--- src/rtl/branch_rr_arbiter_if.sv ---
// ---------------------------------------------------------------------------
// branch_rr_arbiter_if
//   Bundles the requester side (valid/data/ready per source) and the output
//   side (held word, its source index, downstream ready) of the round-robin
//   arbiter that feeds the shared assign/output stage of module m.
//
// Parameters
//   NREQ  number of requesters (>= 2)
//   DW    data width per requester
//   SW    width of the source index, derived from NREQ
//
// Signals
//   req_valid  [NREQ]     per-requester word valid
//   req_data   [NREQ*DW]  requester i data at [i*DW +: DW]
//   req_ready  [NREQ]     one-hot (or zero) accept strobe from the arbiter
//   out_valid             output register holds a word
//   out_data   [DW]       held word
//   out_src    [SW]       index of the requester that supplied out_data
//   out_ready             downstream accepts when out_valid & out_ready
//
// Modports
//   master  environment side: drives requests and out_ready
//   slave   arbiter side: drives req_ready and the output register
// ---------------------------------------------------------------------------
interface branch_rr_arbiter_if #(
  parameter int NREQ = 3,
  parameter int DW   = 8
);
  localparam int SW = $clog2(NREQ);

  logic [NREQ-1:0]    req_valid;
  logic [NREQ*DW-1:0] req_data;
  logic [NREQ-1:0]    req_ready;
  logic               out_valid;
  logic [DW-1:0]      out_data;
  logic [SW-1:0]      out_src;
  logic               out_ready;

  modport master (
    output req_valid,
    output req_data,
    output out_ready,
    input  req_ready,
    input  out_valid,
    input  out_data,
    input  out_src
  );

  modport slave (
    input  req_valid,
    input  req_data,
    input  out_ready,
    output req_ready,
    output out_valid,
    output out_data,
    output out_src
  );

endinterface

--- src/rtl/branch_rr_arbiter.sv ---
// ---------------------------------------------------------------------------
// branch_rr_arbiter
//   Round-robin arbiter sharing one output channel between NREQ requesters
//   (the a/b/c branch sources). One winner per cycle is captured into a
//   single-entry output register. A drain and a load may happen on the same
//   edge, so a continuously fed channel moves one word per cycle.
//
// Ports
//   clk   in  clock, all state on the rising edge
//   rst   in  synchronous reset, active-high; discards any held word
//   bus   slave modport of branch_rr_arbiter_if (see interface header)
//
// State table
//   state    | meaning
//   ---------+------------------------------------------------------------
//   ST_EMPTY | output register empty, out_valid=0, any winner may load
//   ST_FULL  | output register holds a word, out_valid=1; a new winner
//            | loads only when the held word drains on the same edge
// ---------------------------------------------------------------------------
module branch_rr_arbiter #(
  parameter int NREQ = 3,
  parameter int DW   = 8
) (
  input  logic                clk,
  input  logic                rst,
  branch_rr_arbiter_if.slave  bus
);

  localparam int SW = $clog2(NREQ);

  localparam logic [0:0] ST_EMPTY = 1'b0;
  localparam logic [0:0] ST_FULL  = 1'b1;

  logic [0:0]      state_q;
  logic [SW-1:0]   ptr_q;
  logic [DW-1:0]   data_q;
  logic [SW-1:0]   src_q;

  logic            found;
  logic [SW-1:0]   win;
  logic [DW-1:0]   win_data;
  logic [SW-1:0]   ptr_next;
  logic            load_ok;
  logic            transfer;
  logic [NREQ-1:0] grant;

  // Scan from ptr upward, wrapping modulo NREQ. ptr is always < NREQ, so a
  // single conditional subtract keeps the candidate index in range.
  always_comb begin : scan
    int            idx;
    logic [SW-1:0] cand;
    idx   = 0;
    cand  = '0;
    found = 1'b0;
    win   = '0;
    for (int k = 0; k < NREQ; k++) begin
      idx = int'(ptr_q) + k;
      if (idx >= NREQ) idx = idx - NREQ;
      cand = SW'(idx);
      if (!found && bus.req_valid[cand]) begin
        found = 1'b1;
        win   = cand;
      end
    end
  end

  always_comb begin : data_mux
    win_data = '0;
    for (int k = 0; k < NREQ; k++) begin
      if (SW'(k) == win) win_data = bus.req_data[k*DW +: DW];
    end
  end

  // The register can take a word when empty, or when the held word leaves
  // on this same edge. Grants are suppressed while reset is asserted.
  assign load_ok  = (state_q == ST_EMPTY) | bus.out_ready;
  assign transfer = found & load_ok & ~rst;
  assign ptr_next = (win == SW'(NREQ - 1)) ? '0 : win + SW'(1);

  always_comb begin
    grant = '0;
    if (transfer) grant[win] = 1'b1;
  end

  always_ff @(posedge clk) begin
    if (rst) begin
      state_q <= ST_EMPTY;
      ptr_q   <= '0;
      data_q  <= '0;
      src_q   <= '0;
    end else begin
      case (state_q)
        ST_EMPTY: begin
          if (transfer) begin
            state_q <= ST_FULL;
            data_q  <= win_data;
            src_q   <= win;
            ptr_q   <= ptr_next;
          end
        end
        ST_FULL: begin
          if (transfer) begin
            // drain and reload together: new word replaces the old one
            data_q <= win_data;
            src_q  <= win;
            ptr_q  <= ptr_next;
          end else if (bus.out_ready) begin
            // out_data/out_src intentionally keep their last value
            state_q <= ST_EMPTY;
          end
        end
        default: begin
          state_q <= ST_EMPTY;
          ptr_q   <= '0;
        end
      endcase
    end
  end

  assign bus.req_ready = grant;
  assign bus.out_valid = (state_q == ST_FULL);
  assign bus.out_data  = data_q;
  assign bus.out_src   = src_q;

endmodule

--- src/flat_wrapper.sv ---
// flat-port wrapper written by rule: the top's interface ports become plain ports
module branch_rr_arbiter_flat 
#(
  parameter int NREQ = 3,
  parameter int DW   = 8
)
  (clk, rst, bus_req_valid, bus_req_data, bus_out_ready, bus_req_ready, bus_out_valid, bus_out_data, bus_out_src);
  branch_rr_arbiter_if #(.NREQ(NREQ), .DW(DW)) bus_i ();
  input  logic clk;
  input  logic rst;
  input wire logic [$bits(bus_i.req_valid)-1:0] bus_req_valid;
  input wire logic [$bits(bus_i.req_data)-1:0] bus_req_data;
  input wire logic [$bits(bus_i.out_ready)-1:0] bus_out_ready;
  output wire logic [$bits(bus_i.req_ready)-1:0] bus_req_ready;
  output wire logic [$bits(bus_i.out_valid)-1:0] bus_out_valid;
  output wire logic [$bits(bus_i.out_data)-1:0] bus_out_data;
  output wire logic [$bits(bus_i.out_src)-1:0] bus_out_src;
  assign bus_i.req_valid = bus_req_valid;
  assign bus_i.req_data = bus_req_data;
  assign bus_i.out_ready = bus_out_ready;
  assign bus_req_ready = bus_i.req_ready;
  assign bus_out_valid = bus_i.out_valid;
  assign bus_out_data = bus_i.out_data;
  assign bus_out_src = bus_i.out_src;
  branch_rr_arbiter #(.NREQ(NREQ), .DW(DW)) u_core (.clk(clk), .rst(rst), .bus(bus_i));
endmodule
--- config.mk ---
export PLATFORM = sky130hd
export DESIGN_NAME = branch_rr_arbiter_flat
export DESIGN_NICKNAME = d
export VERILOG_FILES = /design/src/rtl/branch_rr_arbiter_if.sv /design/src/rtl/branch_rr_arbiter.sv /design/src/flat_wrapper.sv
export SDC_FILE = /design/constraint.sdc
export NUM_CORES = 1
export LEC_CHECK = 0
export ABC_AREA = 1
export CAP_MARGIN = 30
export CORE_MARGIN = 3
export CORE_UTILIZATION = 46
export CTS_CLUSTER_DIAMETER = 50
export DETAILED_ROUTE_END_ITERATION = 7
export MAX_ROUTING_LAYER = met4
export PLACE_DENSITY = 0.84
export SLEW_MARGIN = 10
export SYNTH_ARGS = -nofsm -noshare
export SYNTH_HDL_FRONTEND = slang
export SYNTH_SLANG_ARGS = --single-unit
--- constraint.sdc ---
create_clock -name clk -period 3.75 [get_ports clk]
set_input_delay 0.9375 -clock clk [delete_from_list [all_inputs] [get_ports clk]]
set_output_delay 0.9375 -clock clk [all_outputs]
set_load 0.01 [all_outputs]
### Yosys cells after proc, flatten, opt, wreduce, memory -nomap -nowiden

Index checks and enable logic that the tools add are counted.

| operators by class | value |
|---|---|
| bitwise logic cells | 5 |
| mux-type cells | 29 |
| add/sub/neg operators | 6 |
| reductions and logical operators | 6 |
| equality and inequality tests | 3 |
| magnitude comparators | 8 |

Operator list:

| operator | number |
|---|---|
| $mux W8 | 4 |
| $mux W2 | 9 |
| $lt A2 B3 Y1 const B | 4 |
| $mux W1 | 10 |
| $bmux W1 S2 | 3 |
| $ge A3 B2 Y1 const B | 2 |
| $sub A2 B1 Y2 const B | 2 |
| $add A2 B1 Y3 const B | 1 |
| $add A2 B2 Y3 const B | 1 |
| $logic_and A1 B1 Y1 | 3 |
| $mux W3 | 1 |
| $add A2 B1 Y2 const B | 1 |
| $and A1 B1 Y1 | 2 |
| $demux W1 S2 | 1 |
| $eq A1 B2 Y1 const A | 1 |
| $eq A2 B2 Y1 const A | 1 |
| $eq A2 B2 Y1 const B | 1 |
| $ge A2 B1 Y1 const B | 1 |
| $ge A2 B2 Y1 const B | 1 |
| $logic_not A1 Y1 | 2 |
| $logic_not A2 Y1 | 1 |
| $not A1 Y1 | 2 |
| $pmux W1 S2 | 1 |
| $sub A2 B2 Y2 const B | 1 |
| $or A1 B1 Y1 | 1 |

| storage, ports and cells | value |
|---|---|
| output and inout bits | 14 |
| logic and storage cells | 61 |
| flip-flop bits (word level) | 13 |

### Longest topological paths before layout

Gate-level depths: netlist of the first run.

| logic depth | value |
|---|---|
| depth in word-level cells | 16 |
| gate-level depth with buffers | 13 |
| gate-level depth less buffers | 13 |

### Worst setup path before layout of the first run

No wires, ideal clock.

| path | value |
|---|---|
| path type | input -> output |
| start point | in bus_req_valid[2] |
| end point | out bus_req_ready[0] |
| cell stages on the path | 6 |
| required time | 2.812 ns |
| setup slack | 0.979 ns |
| arrival | 1.834 ns |
| cells stage by stage | nand3_1 > a31oi_2 > nand2_2 > nor2_1 > nand2_1 > inv_1 |

| between the ends | value |
|---|---|
| word-level cells in the longest chain between the ends | 14 |
| elaborated cells on any way between the ends | 24 |
| those cells by class | order compare (2); mux (15); bitwise (2); reduce/logical (5) |

RTL lines:

| element | line | source |
|---|---|---|
| start: declaration | flat_wrapper.sv:11 | `input wire logic [$bits(bus_i.req_valid)-1:0] bus_req_valid;` |
| $bmux W1 S2 | branch_rr_arbiter.sv:60 | `if (!found && bus.req_valid[cand]) begin` |
| $mux W1 (not written as such) | branch_rr_arbiter.sv:60 |  |
| $mux W1 | branch_rr_arbiter.sv:60 |  |
| $logic_not A1 Y1 | branch_rr_arbiter.sv:60 |  |
| $logic_and A1 B1 Y1 | branch_rr_arbiter.sv:60 |  |
| $mux W1 | branch_rr_arbiter.sv:60 |  |
| $logic_not A1 Y1 | branch_rr_arbiter.sv:60 |  |
| $logic_and A1 B1 Y1 | branch_rr_arbiter.sv:60 |  |
| $mux W2 | branch_rr_arbiter.sv:60 |  |
| $lt A2 B3 Y1 (not written as such) / $ge A2 B1 Y1 (equally long branches) | branch_rr_arbiter.sv:82 | `if (transfer) grant[win] = 1'b1;` |
| $logic_and A1 B1 Y1 (not written as such) | branch_rr_arbiter.sv:82 |  |
| $mux W1 (not written as such) | branch_rr_arbiter.sv:82 |  |
| $demux W1 S2 | - |  |
| $mux W3 (*) | branch_rr_arbiter.sv:82 |  |
| end: declaration | flat_wrapper.sv:14 | `output wire logic [$bits(bus_i.req_ready)-1:0] bus_req_ready;` |

Mark *: on every way between the ends. The rest lies on a longest branch, timed or not. The select of a mux whose other input is x is not followed.

### Worst setup path after layout of the first run

| path | value |
|---|---|
| start point | reg u_core.ptr_q[0] |
| end point | out bus_req_ready[0] |

| between the ends | value |
|---|---|
| word-level cells in the longest chain between the ends | 16 |
| elaborated cells on any way between the ends | 35 |
| those cells by class | add/sub (5); order compare (5); mux (18); bitwise (2); reduce/logical (5) |

RTL lines:

| element | line | source |
|---|---|---|
| start: declaration | branch_rr_arbiter.sv:35 | `logic [SW-1:0] ptr_q;` |
| start signal: assignment | branch_rr_arbiter.sv:98 | `ptr_q <= ptr_next;` |
| start signal: assignment | branch_rr_arbiter.sv:106 | `ptr_q <= ptr_next;` |
| parallel branches: the longest is 15 deep, another holds $add A2 B1 Y3 | - |  |
| $mux W3 (*) | branch_rr_arbiter.sv:82 |  |

Every way passes the cells marked *. The select of a mux whose other input is x is not followed.

==> results.md, run 1 <==
| Result | Value | Unit |
|:---|:---|:---|
| Number of instances in the synthesized netlist | 156 | - |
| Post-CTS Setup Bufs | 0 | - |
| Number of levels in the clock H-tree | 1 | - |
| DRT iter0 DRCs | 25 | - |
| Die Height | 55.1 | µm |
| Cell total after placement | 232 | - |
| Final cell area excluding filler cells | 1690 | µm² |
| Endpoint required time on the critical path | 2810 | ps |
| Via/cell ratio | 5.19 | - |
| Number of synthesized register bits | 13 | - |
| Area of the mapped netlist | 1110 | µm² |
| Post-detailed-routing wire length | 3160 | µm |
| Layout Area Growth over Synthesis | 52.6 | % |
| Number of I/O pins | 44 | - |
| Fill count | 181 | - |
| Post-Route Skew | 2.66 | ps |
| Detailed-route DRC error count | 0 | - |
| Category of the most critical setup path | register to output port | - |
| Share of the synthesized area in the top cell type | 0.235 | - |
| Clock tree from TritonCTS | done | - |
| I/O Buffers | 43 | - |
| Starting density of the core | 0.492 | - |
| Worst Path Arrival | 2630 | ps |
| Worst ir drop on vdd | 0.000308 | V |
| Footprint of the multi-input gates | 757 | µm² |
| Count of synthesis-stage warnings from yosys | 0 | - |
| Overall global routing resource usage | 0.235 | - |
| Maximum number of pins on one net before global-route repair | 17 | - |
| Share of post-route cells with drive strength above 1 | 0.226 | - |
| Post-layout net count | 243 | - |
| Placed Instance Area | 1610 | µm² |
| Full die area | 3030 | µm² |
| CORE AREA | 2250 | µm² |
| Worst slew margin relative to its limit | 0.803 | - |
| Die width | 55.1 | µm |
| Final setup vio count | 0 | - |
| Tcrit/Tclk final | 0.951 | - |
| Clock slew seen by the registers of the worst setup and hold paths | 80 | ps |
| Outcome | finished, final reports clean | - |
| Number of detailed-routing iterations run before antenna repair | 4 | - |
| Setup repair after global routing missed its margin | false | - |
| Static Leakage | 0.853 | nW |
| Path class of the lowest-slack min-delay path | register to register | - |
| Largest buffer count on any clock path | 2 | - |
| TritonCTS Buffers | 3 | - |
| Post-detailed-route wirelength per cell | 13.4 | µm |
| Vias in the first global route | 1242 | - |
| Final critical delay including setup and external delays | 3560 | ps |
| Largest cells by area after synthesis | sky130_fd_sc_hd__dfxtp_1, sky130_fd_sc_hd__nand2_1, sky130_fd_sc_hd__nand3_1, sky130_fd_sc_hd__nand3_2, sky130_fd_sc_hd__inv_1 | - |
| Top cell type by total area after synthesis | sky130_fd_sc_hd__dfxtp_1 | - |
| Wire length of the first global-routing pass | 5020 | µm |
| Commonest non-fill, non-tap cells in the layout | sky130_fd_sc_hd__clkdlybuf4s50_1, sky130_fd_sc_hd__nand2_1, sky130_fd_sc_hd__inv_1 | - |
| Max capacitance violation total | 0 | - |
| Vias after detailed routing | 1224 | - |
| Reg area | 260 | µm² |
| DP Wirelength | 2570 | µm |
| Hold buffers post-CTS | 0 | - |
| Setup TNS after final layout | 0 | ps |
| Row count | 17 | - |
| Last weighted congestion value of the routability-driven placer | 0.897 | - |
| Post-route antenna net violation count | 0 | - |
| End-of-flow core utilization | 0.750 | - |
| Worst Max-Slew Pin Slew | 296 | ps |
| Count of unique library cells instantiated by Yosys | 22 | - |
| Clock insertion delay at the later pin of the skew report | 290 | ps |
| Root Driver | sky130_fd_sc_hd__clkbuf_4 | - |
| Final hold violations | 0 | - |
| PwrDens | 472 | nW/µm² |
| Most common library cell in the layout ignoring fill and taps | sky130_fd_sc_hd__clkdlybuf4s50_1 | - |
| Grt ovf | 0 | - |
| Fin cells | 236 | - |
| Sequential share of the synthesized area | 0.235 | - |
| TritonCTS Sinks | 13 | - |
| Critical Path End Type | output port | - |
| ANT cells | 0 | - |
| Initial antenna violation count | 0 | - |
| Post-Syn Area per Cell | 7.11 | µm² |
| Synthesized netlist net count | 190 | - |
| Critical path peak fanout | 7 | - |
| CP startpoint kind | register | - |
| Slew Limit Fails | 0 | - |
| Fmax | 281 | MHz |
registers in the layout, indices dropped and copies added, names as in the netlist:
signal,count
u_core.ptr_q,2
u_core.bus.out_src,2
u_core.bus.out_valid,1
u_core.bus.out_data,8
synthesized netlist by cell type:
library cell,number
sky130_fd_sc_hd__nand4_1,1
sky130_fd_sc_hd__o21bai_4,1
sky130_fd_sc_hd__clkbuf_1,1
sky130_fd_sc_hd__inv_6,1
sky130_fd_sc_hd__nand2_2,5
sky130_fd_sc_hd__nand2_1,35
sky130_fd_sc_hd__o21ai_1,1
sky130_fd_sc_hd__dfxtp_1,13
sky130_fd_sc_hd__buf_6,1
sky130_fd_sc_hd__nor2_8,1
sky130_fd_sc_hd__inv_1,26
sky130_fd_sc_hd__nand2_4,2
sky130_fd_sc_hd__nand2_8,1
sky130_fd_sc_hd__a21oi_1,11
sky130_fd_sc_hd__inv_2,3
sky130_fd_sc_hd__nor2_1,6
sky130_fd_sc_hd__a21oi_2,6
sky130_fd_sc_hd__nand3_1,23
sky130_fd_sc_hd__nand3_2,10
sky130_fd_sc_hd__nand3_4,3
sky130_fd_sc_hd__ha_1,4
sky130_fd_sc_hd__a31oi_2,1
through the flow:
step	worst slack (ps)	power, W	hold slack, ps
floorplan	979	0.000517	476
global placement	39.7	0.000676	454
detailed placement	-52.6	0.000692	457
CTS	2.94	0.000786	470
global route	28.2	0.000858	505
finish	186	0.000799	471
final cells by class:
type                            instances  area share
Timing Repair Buffer                   50       0.293
Inverter                               30      0.0695
Multi-Input combinational cell        111       0.447
Sequential cell                        13       0.154
Clock buffer                            4      0.0155
Tap cell                               28      0.0207
repair_timing:
item                                    CTS  global route
resized for setup                         2            10
cloned                                    0             0
endpoints found under the setup margin    1             3
pin swaps                                 0             3
worst paths after layout:
path | from | to | slack [ps] | cells after the start
setup / recovery | u_core.ptr_q[0]$_SDFFE_PP0N_ | bus_req_ready[0] | 190 | 13
hold / removal | u_core.bus.out_src[1]$_SDFFE_PP0N_ | u_core.bus.out_src[1]$_SDFFE_PP0N_ | 470 | 2
setup reg to reg | u_core.ptr_q[0]$_SDFFE_PP0N_ | u_core.bus.out_data[5]$_SDFFE_PP0N_ | 1580 | 14
hold reg to reg | u_core.bus.out_src[1]$_SDFFE_PP0N_ | u_core.bus.out_src[1]$_SDFFE_PP0N_ | 470 | 2
worst max-delay path, stage by stage (launching register included):
cell	delay (ps)
sky130_fd_sc_hd__dfxtp_1	410
sky130_fd_sc_hd__inv_1	90
sky130_fd_sc_hd__ha_1	470
sky130_fd_sc_hd__inv_2	90
sky130_fd_sc_hd__nand2_1	90
sky130_fd_sc_hd__nand3_2	80
sky130_fd_sc_hd__nand2_4	100
sky130_fd_sc_hd__nor2_8	60
sky130_fd_sc_hd__nand3_4	80
sky130_fd_sc_hd__nand2_8	50
sky130_fd_sc_hd__nor2_2	150
sky130_fd_sc_hd__nand2_1	90
sky130_fd_sc_hd__inv_1	60
sky130_fd_sc_hd__clkdlybuf4s50_1	530
cell families after synthesis:
group           Yosys count  share of synthesized area
buf+inv                  32                      0.120
fa+ha+maj                 4                     0.0451
compound gates           20                      0.130
simple gates             87                      0.471
flops                    13                      0.235
where the power goes:
group	internal (W)	switching [W]
logic	0.000228	0.000294
clock network	0.0000414	0.0000489
registers	0.000168	0.0000184
total	0.000437	0.000362
routing by layer:
layer	vias to the layer above	share of wire	track usage	routed length [µm]
li1	609	-	-	-
met1	568	0.40	0.247	1260
met2	39	0.54	0.419	1710
met3	8	0.042	0.0563	131
met4	0	0.019	0.0972	60
met5	-	0	-	0
(Power assumes the default switching activity.)
==> run 2: changes to the inputs <==
--- a/config.mk
+++ b/config.mk
@@ -17,3 +17,4 @@
 export SYNTH_ARGS = -nofsm -noshare
 export SYNTH_HDL_FRONTEND = slang
 export SYNTH_SLANG_ARGS = --single-unit
+export TNS_END_PERCENT = 1
==> results.md, run 2 (synthesized netlist as in run 1, its figures left out) <==
| Result | Value | Unit | vs previous |
|:---|:---|:---|:---|
| Final setup vio count | 1 | - | +1 |
| Clock insertion delay at the later pin of the skew report | 290 | ps | about the same |
| DRT iter0 DRCs | 23 | - | -8.0% |
| Setup TNS after final layout | -8.95 | ps | -8.95 ps |
| Worst ir drop on vdd | 0.000307 | V | -0.19% |
| Largest stage delay on the critical path | 530 | ps | about the same |
| Wire length of the first global-routing pass | 5020 | µm | unchanged |
| Slowest-stage cell, CP | sky130_fd_sc_hd__clkdlybuf4s50_1 | - |  |
| Largest register FFs | 8 | - | unchanged |
| Die width | 55.1 | µm | unchanged |
| Vias after detailed routing | 1217 | - | -0.57% |
| Reg area | 260 | µm² | unchanged |
| TritonCTS Buffers | 3 | - | unchanged |
| Sequence of cells on the critical path | clkdlybuf4s50_1 > inv_1 > nand2_1 > nand3_2 > nand2_4 > nor2_8 > nand3_4 > nand2_8 > nor2_2 > nand2_1 > inv_1 > clkdlybuf4s50_1 | - |  |
| Clock power share | 0.115 | - | +0.002 |
| Worst Max-Slew Pin Slew | 288 | ps | -7.50 ps |
| Via/cell ratio | 5.16 | - | -0.57% |
| Vias in the first global route | 1242 | - | unchanged |
| Post-Route Skew | 1.42 | ps | -1.24 ps |
| Worst hold-check slack | 470 | ps | -1.19 ps |
| Commonest non-fill, non-tap cells in the layout | sky130_fd_sc_hd__clkdlybuf4s50_1, sky130_fd_sc_hd__nand2_1, sky130_fd_sc_hd__inv_1 | - |  |
| Bufs and invs on worst path | 4 | - | unchanged |
| Critical Path End Type | output port | - |  |
| Largest buffer count on any clock path | 2 | - | unchanged |
| Number of detailed-routing iterations run before antenna repair | 4 | - | unchanged |
| Post-CTS Setup Bufs | 0 | - | unchanged |
| Post-detailed-routing wire length | 3110 | µm | -1.6% |
| Final critical delay including setup and external delays | 3760 | ps | +194 ps |
| PwrDens | 476 | nW/µm² | +0.84% |
| Max capacitance violation total | 0 | - | unchanged |
| Fill count | 184 | - | +1.7% |
| Layout Area Growth over Synthesis | 49.3 | % |  |
| Detailed-route DRC error count | 0 | - | unchanged |
| Clock tree from TritonCTS | done | - |  |
| Share of post-route cells with drive strength above 1 | 0.221 | - | -0.00481 |
| Grt ovf | 0 | - | unchanged |
| Overall global routing resource usage | 0.235 | - | unchanged |
| Setup repair after global routing missed its margin | true | - |  |
| Violated checks | negative setup slack | - |  |
| Row count | 17 | - | unchanged |
| Worst slew margin relative to its limit | 0.808 | - | +0.00500 |
| Fin cells | 236 | - | unchanged |
| Post-route antenna net violation count | 0 | - | unchanged |
| Combinational Power Share | 0.649 | - | -0.005 |
| Last weighted congestion value of the routability-driven placer | 0.897 | - | unchanged |
| Endpoint required time on the critical path | 2810 | ps | about the same |
| Maximum number of pins on one net before global-route repair | 17 | - | unchanged |
| ANT cells | 0 | - | unchanged |
| Initial antenna violation count | 0 | - | unchanged |
| Slew Limit Fails | 0 | - | unchanged |
| Most common library cell in the layout ignoring fill and taps | sky130_fd_sc_hd__clkdlybuf4s50_1 | - |  |
| Root Driver | sky130_fd_sc_hd__clkbuf_4 | - |  |
| Die Height | 55.1 | µm | unchanged |
| Dominant delay contributor by cell family on the critical path | buffers and inverters | - |  |
| CORE AREA | 2250 | µm² | unchanged |
| DP Wirelength | 2570 | µm | unchanged |
| Starting density of the core | 0.492 | - | unchanged |
| Tcrit/Tclk final | 1.00 | - | +0.0519 |
| Switch Pwr | 0.000355 | W | -1.9% |
| Number of levels in the clock H-tree | 1 | - | unchanged |
| Switching share of total power | 0.450 | - | -0.00244 |
| Outcome | complete, but fails checks | - |  |
| Final hold violations | 0 | - | unchanged |
| Critical path peak fanout | 5 | - | -2 |
| Fmax | 266 | MHz | -5.2% |
| CP startpoint kind | input port | - |  |
| Full die area | 3030 | µm² | unchanged |
| Category of the most critical setup path | input port to output port | - |  |
| Static Leakage | 0.812 | nW | -4.7% |
| Post-detailed-route wirelength per cell | 13.2 | µm | -1.6% |
| Internal power consumption | 0.000433 | W | -0.89% |
| End-of-flow core utilization | 0.734 | - | -0.0161 |
| I/O Buffers | 43 | - | unchanged |
| Post-layout net count | 243 | - | unchanged |
| Number of I/O pins | 44 | - | unchanged |
| Part of the power in registers | 0.236 | - | +0.003 |
| Worst Path Arrival | 2820 | ps | +190 ps |
| Path class of the lowest-slack min-delay path | register to register | - |  |
| Hold buffers post-CTS | 0 | - | unchanged |
| Footprint of the multi-input gates | 728 | µm² | -3.8% |
| Setup slack of the critical path after layout | -8.95 | ps | -194 ps |
| TritonCTS Sinks | 13 | - | unchanged |
| Cell total after placement | 232 | - | unchanged |
| Clock slew seen by the registers of the worst setup and hold paths | 80 | ps | about the same |
==> run 2: power by group through the flow <==
stage / registers [W] / logic [W] / clock network (W)
2_1_floorplan: 0.000199 / 0.000319 / 0
3_3_place_gp: 0.000188 / 0.000488 / 0
3_5_place_dp: 0.000190 / 0.000502 / 0
4_1_cts: 0.000187 / 0.000507 / 0.0000924
5_1_grt: 0.000189 / 0.000561 / 0.0000952
6_report: 0.000186 / 0.000511 / 0.0000904
==> run 2: final cells by class <==
cell class | count | share of cell area
Clock buffer | 4 | 0.0159
Timing Repair Buffer | 50 | 0.295
Sequential cell | 13 | 0.157
Tap cell | 28 | 0.0212
Multi-Input combinational cell | 111 | 0.440
Inverter | 30 | 0.0711
==> run 2: worst paths after layout <==
| path | start | endpoint | slack, ps | depth (start not counted) |
|---|---|---|---|---|
| worst max-delay path | bus_req_valid[1] | bus_req_ready[0] | -9 | 12 |
| worst min-delay path | u_core.bus.out_src[1]$_SDFFE_PP0N_ | u_core.bus.out_src[1]$_SDFFE_PP0N_ | 470 | 2 |
| worst max register to register | u_core.ptr_q[0]$_SDFFE_PP0N_ | u_core.bus.out_data[6]$_SDFFE_PP0N_ | 1610 | 14 |
| worst min register to register | u_core.bus.out_src[1]$_SDFFE_PP0N_ | u_core.bus.out_src[1]$_SDFFE_PP0N_ | 470 | 2 |
==> run 2: routing by layer <==
metal	global-route usage	wire length, µm	up-vias
met4	0.0972	68	0
met5	-	0	-
met3	0.0563	137	8
met2	0.419	1680	43
li1	-	-	607
met1	0.247	1220	559
==> run 2: worst reg2reg max path: stages, from the launching register on <==
cell	delay (ps)
sky130_fd_sc_hd__dfxtp_1	410
sky130_fd_sc_hd__inv_1	90
sky130_fd_sc_hd__ha_1	420
sky130_fd_sc_hd__inv_2	120
sky130_fd_sc_hd__nand2_1	70
sky130_fd_sc_hd__nand3_2	80
sky130_fd_sc_hd__nand2_4	70
sky130_fd_sc_hd__nor2_8	150
sky130_fd_sc_hd__nand3_4	120
sky130_fd_sc_hd__nand2_8	80
sky130_fd_sc_hd__buf_4	170
sky130_fd_sc_hd__inv_6	70
sky130_fd_sc_hd__nand3_2	90
sky130_fd_sc_hd__nand2_1	60
sky130_fd_sc_hd__a21oi_2	100
==> run 2: timing repair <==
action / 4_1_cts / 5_1_grt
gates resized for setup: 2 / 3
gates cloned: 0 / 0
hold endpoints to repair: 0 / 0
endpoints found under the setup margin: 1 / 3
pin swaps: 0 / 0
==> run 2: stage by stage <==
stage          power [W]  setup slack [ps]  area [µm²]
5_1_grt         0.000846              -108        1660
3_5_place_dp    0.000692             -52.6        1610
3_3_place_gp    0.000676              39.7        1610
4_1_cts         0.000786              2.94        1650
2_1_floorplan   0.000517               979        1110
6_report        0.000788             -8.95        1660
==> run 3: changes to the inputs <==
--- a/config.mk
+++ b/config.mk
@@ -13,6 +13,7 @@
 export DETAILED_ROUTE_END_ITERATION = 7
 export MAX_ROUTING_LAYER = met4
 export PLACE_DENSITY = 0.84
+export SKIP_LAST_GASP = 1
 export SLEW_MARGIN = 10
 export SYNTH_ARGS = -nofsm -noshare
 export SYNTH_HDL_FRONTEND = slang
==> results.md, run 3 (synthesized netlist as in run 1, its figures left out) <==
| Result | Value | Unit | vs previous |
|:---|:---|:---|:---|
| Outcome | complete, but fails checks | - |  |
| Violated checks | negative setup slack | - |  |
| CP startpoint kind | input port | - |  |
| Max capacitance violation total | 0 | - | unchanged |
| Initial antenna violation count | 0 | - | unchanged |
| End-of-flow core utilization | 0.733 | - | -0.00111 |
| Category of the most critical setup path | input port to output port | - |  |
| Sequence of cells on the critical path | clkdlybuf4s50_1 > inv_1 > nand2_1 > nand3_2 > nand2_4 > nor2_8 > nand3_4 > nand2_8 > nor2_2 > nand2_1 > inv_1 > clkdlybuf4s50_1 | - |  |
| Largest stage delay on the critical path | 530 | ps | about the same |
| Part of the power in registers | 0.236 | - | about the same |
| Setup slack of the critical path after layout | -10.5 | ps | -1.57 ps |
| Root Driver | sky130_fd_sc_hd__clkbuf_4 | - |  |
| Post-route antenna net violation count | 0 | - | unchanged |
| Number of I/O pins | 44 | - | unchanged |
| Final critical delay including setup and external delays | 3760 | ps | +1.57 ps |
| Footprint of the multi-input gates | 728 | µm² | unchanged |
| Endpoint required time on the critical path | 2810 | ps | about the same |
| ANT cells | 0 | - | unchanged |
| Grt ovf | 0 | - | unchanged |
| Fmax | 266 | MHz | about the same |
| Internal power consumption | 0.000433 | W | about the same |
| I/O Buffers | 43 | - | unchanged |
| Number of detailed-routing iterations run before antenna repair | 4 | - | unchanged |
| Post-Place Setup Slack | -52.6 | ps | unchanged |
| Final hold violations | 0 | - | unchanged |
| Cell total after placement | 232 | - | unchanged |
| Clock power share | 0.116 | - | about the same |
| Fin cells | 236 | - | unchanged |
| Critical path peak fanout | 5 | - | unchanged |
| TritonCTS Buffers | 3 | - | unchanged |
| Starting density of the core | 0.492 | - | unchanged |
| Clock slew seen by the registers of the worst setup and hold paths | 80 | ps | about the same |
| Number of levels in the clock H-tree | 1 | - | unchanged |
| DP Wirelength | 2570 | µm | unchanged |
| Worst ir drop on vdd | 0.000309 | V | +0.56% |
| DRT iter0 DRCs | 24 | - | +4.3% |
| CORE AREA | 2250 | µm² | unchanged |
| Overall Power | 0.000790 | W | +0.23% |
| Combinational Power Share | 0.648 | - | about the same |
| Fill count | 186 | - | +1.1% |
| Slew Limit Fails | 0 | - | unchanged |
| Static Leakage | 0.803 | nW | -1.1% |
| Path class of the lowest-slack min-delay path | register to register | - |  |
| Switching share of total power | 0.452 | - | +0.00111 |
| Post-layout net count | 243 | - | unchanged |
| Most common library cell in the layout ignoring fill and taps | sky130_fd_sc_hd__clkdlybuf4s50_1 | - |  |
| Largest buffer count on any clock path | 2 | - | unchanged |
| Post-CTS Setup Bufs | 0 | - | unchanged |
| Vias in the first global route | 1242 | - | unchanged |
| Die width | 55.1 | µm | unchanged |
| Final setup vio count | 1 | - | unchanged |
| Share of post-route cells with drive strength above 1 | 0.221 | - | unchanged |
| Post-detailed-routing wire length | 3110 | µm | about the same |
| Post-detailed-route wirelength per cell | 13.2 | µm | about the same |
| Via/cell ratio | 5.17 | - | +0.16% |
| Overall global routing resource usage | 0.235 | - | unchanged |
| Row count | 17 | - | unchanged |
| Setup repair after global routing missed its margin | true | - |  |
| Worst Path Arrival | 2820 | ps | about the same |
| Layout Area Growth over Synthesis | 49.1 | % |  |
| Full die area | 3030 | µm² | unchanged |
| Wire length of the first global-routing pass | 5020 | µm | unchanged |
| Detailed-route DRC error count | 0 | - | unchanged |
| TritonCTS Sinks | 13 | - | unchanged |
| PwrDens | 478 | nW/µm² | +0.38% |
| Post-Route Skew | 2.33 | ps | +0.912 ps |
| Switch Pwr | 0.000357 | W | +0.48% |
| Maximum number of pins on one net before global-route repair | 17 | - | unchanged |
| Vias after detailed routing | 1219 | - | +0.16% |
| Critical Path End Type | output port | - |  |
| Commonest non-fill, non-tap cells in the layout | sky130_fd_sc_hd__clkdlybuf4s50_1, sky130_fd_sc_hd__nand2_1, sky130_fd_sc_hd__inv_1 | - |  |
| Largest register FFs | 8 | - | unchanged |
| Slowest-stage cell, CP | sky130_fd_sc_hd__clkdlybuf4s50_1 | - |  |
| Worst slew margin relative to its limit | 0.802 | - | -0.00576 |
| Reg area | 260 | µm² | unchanged |
| Clock insertion delay at the later pin of the skew report | 290 | ps | about the same |
| Die Height | 55.1 | µm | unchanged |
| Clock tree from TritonCTS | done | - |  |
| Last weighted congestion value of the routability-driven placer | 0.897 | - | unchanged |
| Tcrit/Tclk final | 1.00 | - | about the same |
| Worst Max-Slew Pin Slew | 297 | ps | +8.64 ps |
run 3: area by class of cell:
| cell class | count | share of cell area |
|---|---|---|
| Inverter | 30 | 0.0712 |
| Sequential cell | 13 | 0.157 |
| Multi-Input combinational cell | 111 | 0.441 |
| Timing Repair Buffer | 50 | 0.294 |
| Clock buffer | 4 | 0.0159 |
| Tap cell | 28 | 0.0212 |
run 3: per-stage QoR:
| step | instance area (µm²) | hold WS, ps | TNS (ps) |
|---|---|---|---|
| 2_1_floorplan | 1110 | 476 | 0 |
| 6_report | 1650 | 470 | -10.5 |
| 4_1_cts | 1650 | 470 | 0 |
| 5_1_grt | 1650 | 505 | -252 |
| 3_3_place_gp | 1610 | 454 | 0 |
| 3_5_place_dp | 1610 | 457 | -52.6 |
run 3: routing by layer:
metal,global-route usage,wire [µm],vias up
met5,-,0,-
met4,0.0972,48,0
met3,0.0563,135,6
met2,0.419,1680,45
met1,0.247,1240,561
li1,-,-,607
run 3: repair_timing:
action / 4_1_cts / 5_1_grt
resized for setup: 2 / 2
setup endpoints to repair: 1 / 3
hold buffers: 0 / 0
run 3: power groups by stage:
stage	combinational [W]	sequential (W)	clock, W
floorplan	0.000319	0.000199	0
global placement	0.000488	0.000188	0
detailed placement	0.000502	0.000190	0
CTS	0.000507	0.000187	0.0000924
global route	0.000560	0.000189	0.0000952
finish	0.000512	0.000186	0.0000917
run 3: critical path: cells and delay by family:
family                 cells  cell delay (ps)
AND/OR/NAND/NOR            8              690
buffers and inverters      4             1190
run 3: path summary, 6_finish.rpt:
kind,startpoint,endpoint,slack (ps),depth (start not counted)
max,bus_req_valid[1],bus_req_ready[0],-10,12
min,u_core.bus.out_src[1]$_SDFFE_PP0N_,u_core.bus.out_src[1]$_SDFFE_PP0N_,470,2
max reg2reg,u_core.ptr_q[0]$_SDFFE_PP0N_,u_core.bus.out_data[6]$_SDFFE_PP0N_,1600,14
min reg2reg,u_core.bus.out_src[1]$_SDFFE_PP0N_,u_core.bus.out_src[1]$_SDFFE_PP0N_,470,2
